## config.mk

```make
export PLATFORM = sky130hd
export DESIGN_NAME = gray_burst_ctrl
export DESIGN_NICKNAME = d
export VERILOG_FILES = /design/src/rtl/gray_burst_pkg.sv /design/src/rtl/gray_step.sv /design/src/rtl/gray_burst_ctrl.sv
export SDC_FILE = /design/constraint.sdc
export NUM_CORES = 1
export LEC_CHECK = 0
export ABC_CLOCK_PERIOD_IN_PS = 1800
export CAP_MARGIN = 20
export CORE_MARGIN = 4
export CORE_UTILIZATION = 30
export DETAILED_ROUTE_END_ITERATION = 10
export PLACE_DENSITY = 0.59
export REMOVE_ABC_BUFFERS = 1
export SYNTH_ARGS = -nofsm -noshare
export SYNTH_HDL_FRONTEND = slang
export SYNTH_SLANG_ARGS = --single-unit
export TNS_END_PERCENT = 100
```

## constraint.sdc

```tcl
create_clock -name clk_i -period 1.8 [get_ports clk_i]
set_input_delay 0.36 -clock clk_i [delete_from_list [all_inputs] [get_ports clk_i]]
set_output_delay 0.36 -clock clk_i [all_outputs]
set_load 0.03 [all_outputs]
```

## src/rtl/gray_burst_pkg.sv

```systemverilog
// Shared types and helpers for the Gray-coded burst sequencer.
// Helpers operate on a 32-bit container; callers zero-extend and truncate to their width.
package gray_burst_pkg;

  typedef enum logic [1:0] {
    IDLE = 2'd0,
    RUN  = 2'd1,
    DONE = 2'd2
  } state_t;

  localparam int unsigned FN_W = 32;

  // Zero-extension does not disturb the low bits of a Gray image, so any width up to FN_W works.
  function automatic logic [FN_W-1:0] bin2gray(input logic [FN_W-1:0] bin);
    return bin ^ (bin >> 1);
  endfunction

  function automatic int unsigned popcount(input logic [FN_W-1:0] v);
    int unsigned n;
    n = 0;
    for (int i = 0; i < int'(FN_W); i++) begin
      n = n + 32'(v[i]);
    end
    return n;
  endfunction

endpackage

```

## src/rtl/gray_step.sv

```systemverilog
// Registered binary counter with its Gray image; clear-to-zero has priority over a step.
module gray_step #(
  parameter int BIT_SIZE = 4
) (
  input  logic                clk_i,
  input  logic                rst_i,
  input  logic                load_zero,
  input  logic                step_en,
  input  logic [BIT_SIZE-1:0] inc,
  output logic [BIT_SIZE-1:0] gray,
  output logic [BIT_SIZE-1:0] gray_next
);
  import gray_burst_pkg::*;

  logic [BIT_SIZE-1:0] bin_p0;
  logic [BIT_SIZE-1:0] bin_next;

  assign bin_next  = bin_p0 + inc;
  assign gray_next = BIT_SIZE'(bin2gray(32'(bin_next)));

  always_ff @(posedge clk_i or posedge rst_i) begin
    if (rst_i) begin
      bin_p0 <= '0;
      gray   <= '0;
    end else if (load_zero) begin
      bin_p0 <= '0;
      gray   <= '0;
    end else if (step_en) begin
      bin_p0 <= bin_next;
      gray   <= gray_next;
    end
  end

endmodule

```

## src/rtl/gray_burst_ctrl.sv

```systemverilog
// Burst sequencer driving a Gray-coded counter over a valid/ready command port.
// Optional Gray single-bit-step checker enabled by defining GRAY_BURST_CHK_EN.
module gray_burst_ctrl #(
  parameter int BIT_SIZE = 4,
  parameter int LEN_W    = 8
) (
  input  logic                clk_i,
  input  logic                rst_i,
  input  logic                cmd_valid_i,
  output logic                cmd_ready_o,
  input  logic [LEN_W-1:0]    cmd_len_i,
  input  logic [BIT_SIZE-1:0] cmd_inc_i,
  input  logic                cmd_clr_i,
  input  logic                abort_i,
  output logic [BIT_SIZE-1:0] cnt_o,
  output logic                cnt_valid_o,
  output logic                busy_o,
  output logic                done_o,
  output logic                err_o
);
  import gray_burst_pkg::*;

  state_t              state_p0;
  state_t              state_nxt;
  logic                accept;
  logic                step;
  logic                abort_run;
  logic                last_step;
  logic [LEN_W-1:0]    remaining_p0;
  logic [BIT_SIZE-1:0] inc_p0;
  logic                vld_p1;
  logic                done_p1;
  logic [BIT_SIZE-1:0] gray_next;

  always_ff @(posedge clk_i or posedge rst_i) begin
    if (rst_i) state_p0 <= IDLE;
    else       state_p0 <= state_nxt;
  end

  always_comb begin
    state_nxt = state_p0;
    case (state_p0)
      IDLE: if (cmd_valid_i) state_nxt = (cmd_len_i == '0) ? DONE : RUN;
      RUN:  if (abort_i || remaining_p0 == LEN_W'(1)) state_nxt = DONE;
      DONE: state_nxt = IDLE;
      default: state_nxt = IDLE;
    endcase
  end

  // Abort beats a step: an aborted edge neither advances the counter nor flags valid.
  always_comb begin
    cmd_ready_o = 1'b0;
    busy_o      = 1'b1;
    accept      = 1'b0;
    step        = 1'b0;
    abort_run   = 1'b0;
    last_step   = 1'b0;
    case (state_p0)
      IDLE: begin
        cmd_ready_o = 1'b1;
        busy_o      = 1'b0;
        accept      = cmd_valid_i;
      end
      RUN: begin
        abort_run = abort_i;
        step      = ~abort_i;
        last_step = ~abort_i && (remaining_p0 == LEN_W'(1));
      end
      default: ;
    endcase
  end

  // ---- stage p1: registered burst status and length bookkeeping ----
  always_ff @(posedge clk_i or posedge rst_i) begin
    if (rst_i) begin
      remaining_p0 <= '0;
      inc_p0       <= '0;
      vld_p1       <= 1'b0;
      done_p1      <= 1'b0;
    end else begin
      vld_p1  <= step;
      done_p1 <= (accept && cmd_len_i == '0) || abort_run || last_step;
      if (accept) begin
        remaining_p0 <= cmd_len_i;
        inc_p0       <= cmd_inc_i;
      end else if (step) begin
        remaining_p0 <= remaining_p0 - LEN_W'(1);
      end
    end
  end

  assign cnt_valid_o = vld_p1;
  assign done_o      = done_p1;

  gray_step #(
    .BIT_SIZE (BIT_SIZE)
  ) u_step (
    .clk_i     (clk_i),
    .rst_i     (rst_i),
    .load_zero (accept & cmd_clr_i),
    .step_en   (step),
    .inc       (inc_p0),
    .gray      (cnt_o),
    .gray_next (gray_next)
  );

`ifdef GRAY_BURST_CHK_EN
  logic err_p1;

  // With a unit increment every step must flip exactly one Gray bit; wrap included.
  always_ff @(posedge clk_i or posedge rst_i) begin
    if (rst_i) begin
      err_p1 <= 1'b0;
    end else if (step && inc_p0 == BIT_SIZE'(1) &&
                 popcount(32'(cnt_o ^ gray_next)) != 32'd1) begin
      err_p1 <= 1'b1;
    end
  end

  assign err_o = err_p1;
`else
  assign err_o = 1'b0;
`endif

endmodule

```

==> out/metrics.csv <==
metric,value,unit
max-cap viol count,0,
area of the multi-input gates,617,µm²
"CTS clk-pin slew, worst paths",0.08,ns
Synth Area per Inst,9.91,µm²
largest net degree at the start of global routing,24,
Final Max Tran Viols,0,
final setup vio count,1,
"Clk Latency, worst-skew pair",0.26,ns
failing checks,negative setup slack,
worst vdd ir,0.648,mV
clock tree sinks,23,
outcome,"finished, violations left",
Horiz. Die Dim,72.3,µm
Hold Buf Count CTS,0,
crit path DAT,1.96,ns
"commonest non-fill, non-tap cells in the layout","nand2_1, dfrtp_1, clkdlybuf4s50_1, buf_4, nand3_1",
Pre-antenna DRT Iters,4,
post-synthesis sequential area ratio,46.5,%
H-tree Lvls,1,
ys async rst share,100,%
share of cells above drive strength 1,21.1,%
final worst slack,-0.0136,ns
Hold WS,0.441,ns
Post-Syn Instances,125,
Remaining DRCs,0,
Total GRT Usage,12.5,%
Longest Clk Path Bufs,2,
Final Critical Period,1.81,ns
Starting Density,31.0,%
die area,0.00522,mm²
Post-synth EDFFs,0,
area grow syn2layout,38.1,%
die height,72.3,µm
Worst Setup Start Kind,flip-flop,
critical path peak fanout,2,
count of cell types in the netlist,37,
Synthesis Warnings,0,
pre-CTS WS,-0.298,ns
core area,0.00400,mm²
Synth Flop Type,dfrtp_1,
Synth Cell Area,0.00124,mm²
FF/Latch Area,576,µm²
Routed Antenna Nets,0,
hold crit path type,input port to async pin,
power consumption,2.75,mW
vias in the first global route,1111,
Critical Path RT,1.95,ns
total power divided by cell area,1610,mW/mm²
final WL,3.04,mm
gr ovfl total,0,
fillers,394,
initial antenna violation count,0,
#FFs+latches synth,23,
CTS tree,built,
CTS root buf,clkbuf_8,
clk_skew,0.00270,ns
hpwl dp,2.33,mm
Ports,26,
DR iter-0 viols,40,
f_max,0.551,GHz
TritonCTS buffer count,3,
fin crit share,101,%
Leak Pwr,0.798,nW
first-pass GRT wire length,5.09,mm
DR WL/cell,14.1,µm
Worst Setup End Kind,flip-flop,
IO buf count,24,
site row count,23,
antenna cell count,0,
fin nets,190,
RSZ-0062 raised after global routing,true,
vias per cell,4.91,
Fin. Hold Viols,0,
GPL Wtd Cong,0.878,
total number of vias,1060,
critical path type,flip-flop to flip-flop,
state kept, by name (all words and copies together), names as in the netlist:
name / cells
inc_p0: 4
cnt_valid_o: 1
done_o: 1
u_step.gray: 3
state_p0: 2
remaining_p0: 8
u_step.bin_p0: 4
critical path, cell delays in order, from the launching register on:
cell and delay (ns):
dfrtp_1 0.39, ha_2 0.20, fa_2 0.35, xnor2_2 0.16, xnor2_2 0.15, o211ai_1 0.09
or3b_1 0.35
cells by family (layout without fill, tap and decap cells):
group | after synthesis | in the layout | share of synthesized area (%)
multiplexers | 1 | 1 | 0.808
AND/OR/NAND/NOR | 57 | 57 | 24.3
other | 1 | 1 | 0.303
flip-flops | 23 | 23 | 46.5
adder cells (fa/ha/maj) | 6 | 6 | 6.67
AO/OA/AOI/OAI | 22 | 22 | 13.0
XOR/XNOR | 4 | 4 | 2.83
buffers and inverters | 11 | 52 | 5.56
timing repair:
action,CTS,global route
pin swaps,1,0
endpoints found under the setup margin,3,2
setup buffers,0,1
gates resized for setup,3,4
layout make-up:
| type | count | area share [%] |
|---|---|---|
| clock buffer | 3 | 2.41 |
| clock inverter | 1 | 0.293 |
| inverter | 6 | 2.05 |
| multi-input combinational | 91 | 36.1 |
| sequential | 23 | 33.7 |
| tap | 50 | 3.66 |
| timing repair buffer | 42 | 21.9 |
cell usage after synthesis (2+ instances only):
library cell / number / area, µm²
a21oi_1: 2 / 10.0
a221o_1: 2 / 20.0
and3_1: 2 / 12.5
buf_4: 2 / 15.0
clkbuf_1: 2 / 7.51
dfrtp_1: 23 / 576
ha_1: 5 / 62.6
inv_1: 5 / 18.8
nand2_1: 23 / 86.3
nand3_1: 10 / 50.1
nor2_1: 6 / 22.5
nor3_1: 2 / 10.0
nor4_1: 2 / 12.5
o211ai_1: 6 / 45.0
o21ai_0: 5 / 25.0
o21ba_2: 2 / 20.0
or3b_1: 2 / 17.5
or4_1: 3 / 22.5
xnor2_1: 3 / 26.3
layer usage:
metal	GRT usage, %	vias to the layer above	share of wire (%)
li1	-	523	-
met1	15.3	505	44
met2	22.2	28	50
met3	2.08	4	4.8
met4	3.76	0	0.82
met5	0	-	0
through the flow:
step	util [%]	instances	cell area, µm²	setup TNS [ns]
2_1_floorplan	-	120	1200	-0.159
3_3_place_gp	40.8	211	1630	-1.87
3_5_place_dp	40.8	211	1630	-2.35
4_1_cts	42.2	215	1690	-0.133
5_1_grt	42.8	216	1710	-0.133
6_report	42.8	216	1710	-0.0136
where the power goes:
group          total, mW  switching (mW)  internal, mW  leakage [nW]
combinational       1.50           0.749         0.747         0.482
clock              0.323           0.168         0.155        0.0255
sequential         0.926           0.191         0.736         0.291
final timing paths:
kind	cells past startpoint	slack [ns]	end	startpoint
worst max-delay path	6	-0.01	u_step.gray[2]	inc_p0[0]
worst min-delay path	3	0.44	cnt_valid_o	rst_i
min in group clk_i	2	0.50	inc_p0[2]	inc_p0[2]
worst max register to register	6	-0.01	u_step.gray[2]	inc_p0[0]
max in group asynchronous	3	1.12	remaining_p0[6]	rst_i
worst min register to register	2	0.50	inc_p0[2]	inc_p0[2]
No activity file was read; power rests on OpenSTA's default activity.
